$ cat config.mk
export PLATFORM = sky130hd
export DESIGN_NAME = key_debouncer_flat
export DESIGN_NICKNAME = d
export VERILOG_FILES = /design/src/rtl/key_debouncer_if.sv /design/src/rtl/key_debouncer.sv /design/src/flat_wrapper.sv
export SDC_FILE = /design/constraint.sdc
export NUM_CORES = 1
export LEC_CHECK = 0
export CAP_MARGIN = 20
export CORE_MARGIN = 4
export CORE_UTILIZATION = 40
export DETAILED_ROUTE_END_ITERATION = 7
export SLEW_MARGIN = 20
export SYNTH_ARGS = -nofsm -noshare
export SYNTH_HDL_FRONTEND = slang
export SYNTH_SLANG_ARGS = --single-unit
$ cat constraint.sdc
create_clock -name clk -period 2.14 [get_ports clk]
set_input_delay 0.428 -clock clk [delete_from_list [all_inputs] [get_ports clk]]
set_output_delay 0.428 -clock clk [all_outputs]
set_load 0.01 [all_outputs]
$ cat src/rtl/key_debouncer_if.sv
// key_debouncer_if: raw active-low keys in; debounced level and press/release pulses out
interface key_debouncer_if #(
    parameter int N_KEYS = 3
);
    logic [N_KEYS-1:0] key;
    logic [N_KEYS-1:0] key_db;
    logic [N_KEYS-1:0] press;
    logic [N_KEYS-1:0] rel;
    modport master (output key, input key_db, press, rel);
    modport slave (input key, output key_db, press, rel);
endinterface

$ cat src/rtl/key_debouncer.sv
// key_debouncer: per-channel 2-FF sync, stability filter and press/release pulses; define KEY_DEBOUNCER_REPEAT_EN for auto-repeat
module key_debouncer #(
    parameter int N_KEYS = 3,
    parameter int DEBOUNCE_CYCLES = 250000,
    parameter int REPEAT_DELAY = 25000000,
    parameter int REPEAT_PERIOD = 5000000
) (
    input logic clk,
    input logic rst,
    key_debouncer_if.slave bus
);
    localparam int CW = $clog2(DEBOUNCE_CYCLES);
`ifdef KEY_DEBOUNCER_REPEAT_EN
    localparam int RW = $clog2(REPEAT_DELAY + REPEAT_PERIOD);
`endif
    typedef enum logic [1:0] {IDLE, PRESS_WAIT, HELD, RELEASE_WAIT} state_t;
    if (DEBOUNCE_CYCLES < 2 || REPEAT_DELAY < 1 || REPEAT_PERIOD < 1) begin : g_bad_param
        $error("key_debouncer: illegal parameter value");
    end
    for (genvar i = 0; i < N_KEYS; i++) begin : g_ch
        logic s1, s2;
        state_t state, state_nx;
        logic [CW-1:0] cnt, cnt_nx;
        logic press_q, press_nx, rel_q, rel_nx, db_q;
        logic done;
`ifdef KEY_DEBOUNCER_REPEAT_EN
        logic [RW-1:0] rcnt, rcnt_nx;
`endif
        assign done = cnt == CW'(DEBOUNCE_CYCLES - 1);
        assign bus.key_db[i] = db_q;
        assign bus.press[i] = press_q;
        assign bus.rel[i] = rel_q;
        // two-stage synchronizer, parked at "released" in reset
        always_ff @(posedge clk) begin
            if (rst) {s1, s2} <= 2'b11;
            else {s1, s2} <= {bus.key[i], s1};
        end
        // state, counters and registered outputs
        always_ff @(posedge clk) begin
            if (rst) begin
                state <= IDLE;
                cnt <= '0;
                press_q <= 1'b0;
                rel_q <= 1'b0;
                db_q <= 1'b1;
`ifdef KEY_DEBOUNCER_REPEAT_EN
                rcnt <= '0;
`endif
            end else begin
                state <= state_nx;
                cnt <= cnt_nx;
                press_q <= press_nx;
                rel_q <= rel_nx;
                db_q <= state_nx == IDLE || state_nx == PRESS_WAIT;
`ifdef KEY_DEBOUNCER_REPEAT_EN
                rcnt <= rcnt_nx;
`endif
            end
        end
        // filter transitions; a single opposite sample in a wait state aborts the window
        always_comb begin
            state_nx = state;
            cnt_nx = cnt;
            press_nx = 1'b0;
            rel_nx = 1'b0;
            case (state)
                IDLE: begin
                    if (!s2) begin
                        state_nx = PRESS_WAIT;
                        cnt_nx = '0;
                    end
                end
                PRESS_WAIT: begin
                    if (s2) state_nx = IDLE;
                    else if (done) begin
                        state_nx = HELD;
                        press_nx = 1'b1;
                    end else cnt_nx = cnt + 1'b1;
                end
                HELD: begin
                    if (s2) begin
                        state_nx = RELEASE_WAIT;
                        cnt_nx = '0;
                    end
                end
                RELEASE_WAIT: begin
                    if (!s2) state_nx = HELD;
                    else if (done) begin
                        state_nx = IDLE;
                        rel_nx = 1'b1;
                    end else cnt_nx = cnt + 1'b1;
                end
                default: state_nx = IDLE;
            endcase
`ifdef KEY_DEBOUNCER_REPEAT_EN
            // repeat timer runs while pressed (including release bounces) and is re-armed only by a fresh press
            rcnt_nx = rcnt;
            if (state == PRESS_WAIT && state_nx == HELD) rcnt_nx = '0;
            else if (state_nx == IDLE) rcnt_nx = '0;
            else if (state == HELD || state == RELEASE_WAIT) begin
                if (rcnt == RW'(REPEAT_DELAY + REPEAT_PERIOD - 1)) begin
                    rcnt_nx = RW'(REPEAT_DELAY);
                    press_nx = 1'b1;
                end else begin
                    rcnt_nx = rcnt + 1'b1;
                    press_nx = rcnt == RW'(REPEAT_DELAY - 1);
                end
            end
`endif
        end
    end
endmodule

$ cat src/flat_wrapper.sv
// flat-port wrapper written by rule: the top's interface ports become plain ports
module key_debouncer_flat 
#(
    parameter int N_KEYS = 3,
    parameter int DEBOUNCE_CYCLES = 250000,
    parameter int REPEAT_DELAY = 25000000,
    parameter int REPEAT_PERIOD = 5000000
)
  (clk, rst, bus_key, bus_key_db, bus_press, bus_rel);
  key_debouncer_if #(.N_KEYS(N_KEYS)) bus_i ();
  input logic clk;
  input logic rst;
  input wire logic [$bits(bus_i.key)-1:0] bus_key;
  output wire logic [$bits(bus_i.key_db)-1:0] bus_key_db;
  output wire logic [$bits(bus_i.press)-1:0] bus_press;
  output wire logic [$bits(bus_i.rel)-1:0] bus_rel;
  assign bus_i.key = bus_key;
  assign bus_key_db = bus_i.key_db;
  assign bus_press = bus_i.press;
  assign bus_rel = bus_i.rel;
  key_debouncer #(.N_KEYS(N_KEYS), .DEBOUNCE_CYCLES(DEBOUNCE_CYCLES), .REPEAT_DELAY(REPEAT_DELAY), .REPEAT_PERIOD(REPEAT_PERIOD)) u_core (.clk(clk), .rst(rst), .bus(bus_i));
endmodule
* Word level (Yosys, flattened, before mapping)
Cells that the tools add are included.
** Word-level totals
- Register bits :: 75
- Input bits :: 5
- Output and inout bits :: 9
- Word-level logic and storage cells :: 120
** Cells by class
- Add/sub/neg operators :: 3
- Equality and inequality tests :: 27
- Multiplexer cells :: 42
- Bitwise logic cells :: 9
- Reductions and logical operators :: 18
** Operators by type and width (count)
- 2-to-1 mux 18 bit :: 15
- case mux 18 bit (4 select lines) :: 3
- adder 18 x 1 -> 18 bit, second input constant :: 3
- == test 18 bit, second input constant :: 3
- 2-to-1 mux 2 bit :: 18
- case mux 2 bit (4 select lines) :: 3
- OR reduction 3 bit :: 6
- == test 2 x 1 -> 1 bit, second input constant :: 6
- == test 2 bit, second input constant :: 6
- logical NOT 2 bit :: 6
- != test 2 x 1 -> 1 bit, second input constant :: 6
- != test 2 bit, second input constant :: 6
- AND reduction 4 bit :: 3
- inverter 1 bit :: 9
- logical OR 1 bit :: 3
- 2-to-1 mux 1 bit :: 3

* Depth between registers and ports, before layout
Gate-level depths: netlist of run 1.
- Depth in word-level cells :: 6
- Mapped depth :: 6
- Mapped depth without buffers :: 6

* Least setup slack after synthesis of run 1
OpenSTA, ideal clock, no wires.
- Kind :: register to register
- From :: reg u_core.g_ch[2].cnt[8]
- To :: reg u_core.g_ch[2].cnt[2]
- Setup time :: 0.135 ns
- Data arrival time :: 1.808 ns
- Data required time :: 2.005 ns
- Setup slack :: 0.197 ns
- Stages on the path, launching flop included :: 6
- Buffers on the path :: 0
- Clock period less this slack :: 1.943 ns
- Cell sequence :: dfxtp_1 or4b_1 or4_4 o211ai_4 or3_1 a31oi_1
** On the way
- Cells in the longest elaborated chain, start to end :: 4
- Elaborated cells between the ends (all ways) :: 5
- Classes of those cells :: eq/ne: 1; mux: 4
** RTL lines
- start, declared :: line key_debouncer.sv:23 : logic [CW-1:0] cnt, cnt_nx;
- start signal, assigned :: line key_debouncer.sv:51 : cnt <= cnt_nx;
- == test 18 bit (*) :: line key_debouncer.sv:29 : assign done = cnt == CW'(DEBOUNCE_CYCLES - 1);
- 2-to-1 mux 18 bit (*)
- 2-to-1 mux 18 bit (on tied branches)
- case mux 18 bit (4 select lines) (*)
Mark *: on every way between the ends. The rest lies on a longest branch, timed or not. The select of a mux whose other input is x is not followed.
A chain may end at the register's enable or synchronous reset.

* Worst setup path in the final report of run 1
Ends and elaborated chain as after synthesis.

==> results.py, run 1 <==
metrics = {
    "cts": {
        "numCtsBuffers": 9,
        "worst_setup_hold_path_clk_slew_ns": 0.09,
        "clk_latency_ns": 0.34,
        "cts_tree": "done",
        "numClockSinks": 75,
        "number_of_buffers_on_the_longest_clock_path": 2,
        "cts_root_buffer": "sky130_fd_sc_hd__clkbuf_8",
        "holdBufCountCts": 0,
        "h-tree-depth": 3,
    },
    "routing": {
        "total_drc_errors_in_the_routed_layout": 0,
        "drt_iter0_markers": 160,
        "wl_um": 6510,
        "routed-via-count": 2688,
        "final_antenna_net_count": 0,
        "iteration_count_of_the_initial_detailed_routing_pass": 4,
        "route.detailed.wl_per_inst_um": 12.8,
        "post_detailed_route_via_to_cell_ratio": 5.27,
    },
    "synth": {
        "yosys_register_bits": 75,
        "ys_async_sr_fraction": 0,
        "postSynthAreaPerCell_sq_um": 8.94,
        "netlist-cell-type-count": 52,
        "syn-cell-area_sq_um": 3400,
        "netlist_instances": 380,
        "synth.yosys.warnings": 0,
        "ys_dominant_reg_cell": "sky130_fd_sc_hd__dfxtp_1",
        "synth_edf_count": 0,
        "synth_seq_area_share": 0.442,
        "syn_nets": 388,
    },
    "final_layout": {
        "n_antenna_cell": 0,
        "area_delta_synth_final_pct": 14.1,
        "most_common_cell_after_layout_fill_and_taps_aside": "sky130_fd_sc_hd__dfxtp_1",
        "final_core_util": 0.471,
        "nNetsFinal": 408,
        "final_cell_mix": "sky130_fd_sc_hd__dfxtp_1 (75), sky130_fd_sc_hd__nor2_1 (41), sky130_fd_sc_hd__nand2_1 (30)",
        "post_route_cells_drive_above_1_share": 0.114,
    },
    "sta": {
        "worst_pin_slew_ns": 0.794,
        "clock.fmax_ghz": 0.488,
        "hold_viol_final": 0,
        "period_needed_ns": 2.05,
        "postLayoutSetupSlackWorst_ns": 0.0907,
        "whs_ns": 0.419,
        "fin_crit_sh": 0.958,
        "setup_viol_count_final": 0,
        "timing.setup.tns_ns": 0,
        "slew_headroom": 0.470,
        "slew_viols_final": 0,
        "final.setup_skew_ns": 0.00827,
        "rsz0062_at_grt": "false",
    },
    "floorplanning": {
        "dieWidth_um": 100,
        "initial_utilization": 0.413,
        "die_height_um": 100,
        "boundaryPins": 14,
        "fp.coreArea_sq_um": 8220,
        "core.rowCount": 33,
        "fp.dieArea_sq_um": 10000,
    },
    "global_routing": {
        "grt_start_max_net_pins": 17,
        "grt_pass1_wl_um": 11400,
        "globalRouteTotalUtil": 0.138,
        "number_of_antenna_violations_at_the_first_check_in_global_routing": 0,
        "overflow_left_after_global_routing": 0,
        "vias_in_the_first_global_route": 2439,
    },
    "setup_path": {
        "timing.rr.start": "u_core.g_ch[2].cnt[8]$_SDFFE_PP0P_",
        "critical_path.reg2reg.endpoint": "u_core.g_ch[2].cnt[2]$_SDFFE_PP0P_",
        "worst_ep_required_time_ns": 2.36,
        "timing.critical_path.to_type": "flip-flop",
        "regToRegSetupSlack_ns": 0.09,
        "crit_type": "flip-flop to flip-flop",
        "critical_path.startpoint_type": "flip-flop",
        "worst_r2r_path_depth": 5,
        "worst-path-max-fanout": 7,
        "worst-endpoint-arrival_ns": 2.27,
    },
    "status": {
        "status": "finished, final reports clean",
    },
    "power_and_ir_drop": {
        "power_density_nw_per_um2": 673,
        "leakage_nw": 1.30,
        "peak_supply_drop_mv": 0.358,
    },
    "run": {
        "drv_cap": 0,
    },
    "placed_design": {
        "portBuffers": 13,
        "gpl.final_weighted_congestion": 0.785,
        "place.detailed.hpwl_um": 4560,
        "pre_cts_ws_ns": 0.110,
    },
    "worst_hold_path": {
        "hold_depth": 1,
        "worst_hold_end": "u_core.g_ch[0].s2$_SDFF_PP1_",
        "worst_hold_startpoint": "u_core.g_ch[0].s1$_SDFF_PP1_",
        "min_path_type": "flip-flop to flip-flop",
    },
}
[cell usage after synthesis (all sizes together), types with 2 or more instances]
cell type   n  share of area
a21boi      2         0.0044
a21o        4         0.0088
a21oi      20          0.029
and2        9          0.017
and3        5         0.0092
and4        9          0.023
buf        11          0.022
clkbuf      6         0.0066
dfxtp      75           0.44
ha          3          0.011
inv         5         0.0055
nand2      30          0.033
nand2b      4         0.0074
nand3      12          0.018
nand4      16          0.029
nand4b      2         0.0052
nor2       41          0.045
nor2b       2         0.0037
nor3       11          0.018
nor3b       2         0.0044
nor4        7          0.015
nor4b       3         0.0077
o2111ai     3         0.0077
o211ai      3          0.011
o21ai      15          0.025
o21bai      3         0.0066
o31ai       5          0.011
or2         9          0.017
or3        10          0.018
or3b        2         0.0052
or4         4         0.0099
or4b        2         0.0059
xnor2      14          0.036
xor2       21          0.054
[registers in the layout, indices dropped and copies added (netlist names)]
name,cells
u_core.g_ch.db_q,3
u_core.g_ch.cnt,54
u_core.g_ch.rel_q,3
u_core.g_ch.s1,3
u_core.g_ch.state,6
u_core.g_ch.s2,3
u_core.g_ch.press_q,3
[critical path: stages (launching register included)]
cell	delay (ns)
sky130_fd_sc_hd__dfxtp_1	0.34
sky130_fd_sc_hd__or4b_1	0.54
sky130_fd_sc_hd__or4_4	0.58
sky130_fd_sc_hd__o211ai_4	0.26
sky130_fd_sc_hd__or3_1	0.14
sky130_fd_sc_hd__a31oi_1	0.07
[routing by layer]
| layer | wire length [um] | part of all wire | up-vias | global-route usage |
|---|---|---|---|---|
| met1 | 3310 | 0.51 | 1261 | 0.195 |
| met3 | 212 | 0.033 | 8 | 0.0341 |
| met2 | 2890 | 0.44 | 26 | 0.204 |
| met4 | 102 | 0.016 | 0 | 0.0508 |
| met5 | 0 | 0 | - | 0 |
| li1 | - | - | 1393 | - |
[how the worst max path moves through the flow]
stage	to	cells past startpoint	slack (ns)	startpoint
finish	u_core.g_ch[2].cnt[2]$_SDFFE_PP0P_	5	0.09	u_core.g_ch[2].cnt[8]$_SDFFE_PP0P_
floorplan	u_core.g_ch[2].cnt[2]$_SDFFE_PP0P_	5	0.20	u_core.g_ch[2].cnt[8]$_SDFFE_PP0P_
detailed placement	u_core.g_ch[2].cnt[2]$_SDFFE_PP0P_	5	0.11	u_core.g_ch[2].cnt[8]$_SDFFE_PP0P_
global route	u_core.g_ch[2].cnt[2]$_SDFFE_PP0P_	5	0.02	u_core.g_ch[2].cnt[8]$_SDFFE_PP0P_
global placement	u_core.g_ch[2].cnt[2]$_SDFFE_PP0P_	5	0.12	u_core.g_ch[2].cnt[8]$_SDFFE_PP0P_
CTS	u_core.g_ch[2].cnt[2]$_SDFFE_PP0P_	5	0.10	u_core.g_ch[2].cnt[8]$_SDFFE_PP0P_
[kinds of logic after synthesis]
group,Yosys count,share of synthesized area
flip-flops,75,0.442
XOR/XNOR,35,0.0903
buffers and inverters,22,0.0343
AND/OR/NAND/NOR,182,0.297
AO/OA/AOI/OAI,62,0.122
multiplexers,1,0.00295
adder cells (fa/ha/maj),3,0.0111
[power by group]
part | total [mW] | leakage (nW) | internal (mW) | switching (mW)
Clock | 1.12 | 0.0995 | 0.580 | 0.543
Combinational | 0.0760 | 0.595 | 0.0307 | 0.0453
Sequential | 1.41 | 0.606 | 1.40 | 0.00723
[per-stage QoR]
stage,instances,cell area [sq um],power (mW)
CTS,510,3870,2.65
floorplan,380,3400,1.49
global route,510,3870,2.73
global placement,494,3660,1.52
detailed placement,494,3660,1.52
finish,510,3870,2.61
[layout make-up]
cell class              count  area, sq um
repair buffers             26          228
flip-flops and latches     75         1500
clock inverters             6         71.3
clock buffers              10          138
inverters                   5         18.8
well taps                 105          131
multi-input cells         283         1790
fillers                   798         4340
[what timing repair did]
action                                  CTS  global route
buffers inserted                          0             0
endpoints found under the setup margin    0             1
resized for setup                         0             2
No activity file was read; power rests on OpenSTA's default activity.
==> inputs of run 2 (changes only) <==
--- a/config.mk
+++ b/config.mk
@@ -8,6 +8,7 @@
 export CAP_MARGIN = 20
 export CORE_MARGIN = 4
 export CORE_UTILIZATION = 40
+export CTS_CLUSTER_DIAMETER = 50
 export DETAILED_ROUTE_END_ITERATION = 7
 export SLEW_MARGIN = 20
 export SYNTH_ARGS = -nofsm -noshare
==> results of run 2 <==
The final DEF is identical to that of run 1; final timing and power are the same.
==> inputs of run 3 (changes only) <==
--- a/config.mk
+++ b/config.mk
@@ -10,6 +10,8 @@
 export CORE_UTILIZATION = 40
 export CTS_CLUSTER_DIAMETER = 50
 export DETAILED_ROUTE_END_ITERATION = 7
+export DONT_BUFFER_PORTS = 1
+export SKIP_CTS_REPAIR_TIMING = 1
 export SLEW_MARGIN = 20
 export SYNTH_ARGS = -nofsm -noshare
 export SYNTH_HDL_FRONTEND = slang
==> results.py, run 3 (same netlist as run 1, synthesis figures left out) <==
metrics = {
    "setup_path": {
        "crit_type": "flip-flop to flip-flop",
        "worst_ep_required_time_ns": 2.38,
        "timing.critical_path.to_type": "flip-flop",
        "worst-endpoint-arrival_ns": 2.28,
        "worst-path-max-fanout": 7,
        "worst_r2r_path_depth": 5,
        "regToRegSetupSlack_ns": 0.1,
        "critical_path.reg2reg.endpoint": "u_core.g_ch[2].cnt[2]$_SDFFE_PP0P_",
        "timing.rr.start": "u_core.g_ch[2].cnt[6]$_SDFFE_PP0P_",
        "critical_path.startpoint_type": "flip-flop",
    },
    "routing": {
        "wl_um": 6600,
        "iteration_count_of_the_initial_detailed_routing_pass": 4,
        "post_detailed_route_via_to_cell_ratio": 5.42,
        "final_antenna_net_count": 0,
        "drt_iter0_markers": 145,
        "route.detailed.wl_per_inst_um": 13.2,
        "total_drc_errors_in_the_routed_layout": 0,
        "routed-via-count": 2705,
    },
    "power_and_ir_drop": {
        "cell_int_power_mw": 1.87,
        "netSwitchingPower_mw": 0.619,
        "power_density_nw_per_um2": 664,
        "p_sw_frac": 0.249,
        "totalPowerFinal_mw": 2.48,
        "peak_supply_drop_mv": 0.336,
        "pwr-share-comb": 0.023,
        "clock_power_share": 0.410,
        "leakage_nw": 1.26,
        "seq_power_share": 0.567,
    },
    "final_layout": {
        "largest-register": "u_core.g_ch.cnt",
        "final_cell_mix": "sky130_fd_sc_hd__dfxtp_1 (71), sky130_fd_sc_hd__nor2_1 (41), sky130_fd_sc_hd__nand2_1 (30)",
        "top_regs": "u_core.g_ch.cnt: 54 flops, u_core.g_ch.state: 6 flops",
        "post_route_cells_drive_above_1_share": 0.135,
        "nNetsFinal": 397,
        "design_area_sq_um": 3740,
        "n_antenna_cell": 0,
        "area_delta_synth_final_pct": 10.2,
        "instances_no_fill": 499,
        "final_core_util": 0.455,
        "largest_reg_flops": 54,
        "most_common_cell_after_layout_fill_and_taps_aside": "sky130_fd_sc_hd__dfxtp_1",
    },
    "placed_design": {
        "portBuffers": 0,
        "dpl_cell_area_sq_um": 3530,
        "gpl.final_weighted_congestion": 0.807,
        "dp_cells": 481,
        "place.detailed.hpwl_um": 4570,
        "pre_cts_ws_ns": 0.0786,
    },
    "sta": {
        "rsz0062_at_grt": "true",
        "slew_viols_final": 0,
        "slew_headroom": 0.628,
        "final.setup_skew_ns": 0.00792,
        "hold_viol_final": 0,
        "fin_crit_sh": 0.954,
        "setup_viol_count_final": 0,
        "whs_ns": 0.142,
        "timing.setup.tns_ns": 0,
        "postLayoutSetupSlackWorst_ns": 0.0988,
        "period_needed_ns": 2.04,
        "clock.fmax_ghz": 0.490,
        "worst_pin_slew_ns": 0.556,
    },
    "floorplanning": {
        "die_height_um": 100,
        "fp.dieArea_sq_um": 10000,
        "core.rowCount": 33,
        "initial_utilization": 0.413,
        "boundaryPins": 14,
        "fp.coreArea_sq_um": 8220,
        "dieWidth_um": 100,
    },
    "global_routing": {
        "globalRouteTotalUtil": 0.139,
        "number_of_antenna_violations_at_the_first_check_in_global_routing": 0,
        "grt_start_max_net_pins": 40,
        "overflow_left_after_global_routing": 0,
        "grt_pass1_wl_um": 11500,
        "vias_in_the_first_global_route": 2470,
    },
    "worst_hold_path": {
        "min_path_type": "input pin to flip-flop",
        "hold_depth": 1,
        "worst_hold_end": "u_core.g_ch[1].cnt[1]$_SDFFE_PP0P_",
        "worst_hold_startpoint": "rst",
    },
    "cts": {
        "h-tree-depth": 3,
        "cts_root_buffer": "sky130_fd_sc_hd__clkbuf_8",
        "number_of_buffers_on_the_longest_clock_path": 2,
        "cts_tree": "done",
        "numClockSinks": 75,
        "worst_setup_hold_path_clk_slew_ns": 0.09,
        "clk_latency_ns": 0.35,
        "numCtsBuffers": 9,
    },
    "status": {
        "status": "finished, final reports clean",
    },
    "run": {
        "drv_cap": 0,
    },
}
run 3: power by group through the flow:
| stage | Clock [mW] | Sequential (mW) | Combinational, mW |
|---|---|---|---|
| 2_1_floorplan | 0 | 1.44 | 0.0466 |
| 3_3_place_gp | 0 | 1.44 | 0.0552 |
| 3_5_place_dp | 0 | 1.44 | 0.0554 |
| 4_1_cts | 1.06 | 1.41 | 0.0558 |
| 5_1_grt | 1.12 | 1.41 | 0.0622 |
| 6_report | 1.02 | 1.41 | 0.0559 |
run 3: final cells by class:
| type | count | area (sq um) |
|---|---|---|
| Clock buffer | 9 | 124 |
| Clock inverter | 7 | 58.8 |
| Fill cell | 813 | 4480 |
| Inverter | 5 | 18.8 |
| Multi-Input combinational cell | 283 | 1790 |
| Sequential cell | 75 | 1510 |
| Tap cell | 105 | 131 |
| Timing Repair Buffer | 15 | 113 |
run 3: per-layer routing:
layer / GRT usage / vias up / wire length, um
met5: 0 / - / 0
met4: 0.0684 / 0 / 116
met3: 0.0250 / 10 / 127
met2: 0.207 / 22 / 2910
met1: 0.195 / 1289 / 3440
li1: - / 1384 / -
run 3: worst max-delay path: stages (launching register included):
cell	delay, ns
sky130_fd_sc_hd__dfxtp_2	0.33
sky130_fd_sc_hd__or4b_4	0.53
sky130_fd_sc_hd__or4_4	0.58
sky130_fd_sc_hd__o211ai_4	0.28
sky130_fd_sc_hd__or3_1	0.15
sky130_fd_sc_hd__a31oi_1	0.07
run 3: how the worst max path moves through the flow:
stage | start | endpoint | slack, ns | cells past startpoint
after floorplan | u_core.g_ch[2].cnt[8]$_SDFFE_PP0P_ | u_core.g_ch[2].cnt[2]$_SDFFE_PP0P_ | 0.20 | 5
after global placement | u_core.g_ch[2].cnt[8]$_SDFFE_PP0P_ | u_core.g_ch[2].cnt[2]$_SDFFE_PP0P_ | 0.11 | 5
after detailed placement | u_core.g_ch[2].cnt[8]$_SDFFE_PP0P_ | u_core.g_ch[2].cnt[2]$_SDFFE_PP0P_ | 0.08 | 5
after CTS | u_core.g_ch[2].cnt[8]$_SDFFE_PP0P_ | u_core.g_ch[2].cnt[2]$_SDFFE_PP0P_ | 0.06 | 5
after global routing | u_core.g_ch[2].cnt[6]$_SDFFE_PP0P_ | u_core.g_ch[2].cnt[2]$_SDFFE_PP0P_ | -0.006 | 5
final | u_core.g_ch[2].cnt[6]$_SDFFE_PP0P_ | u_core.g_ch[2].cnt[2]$_SDFFE_PP0P_ | 0.1 | 5
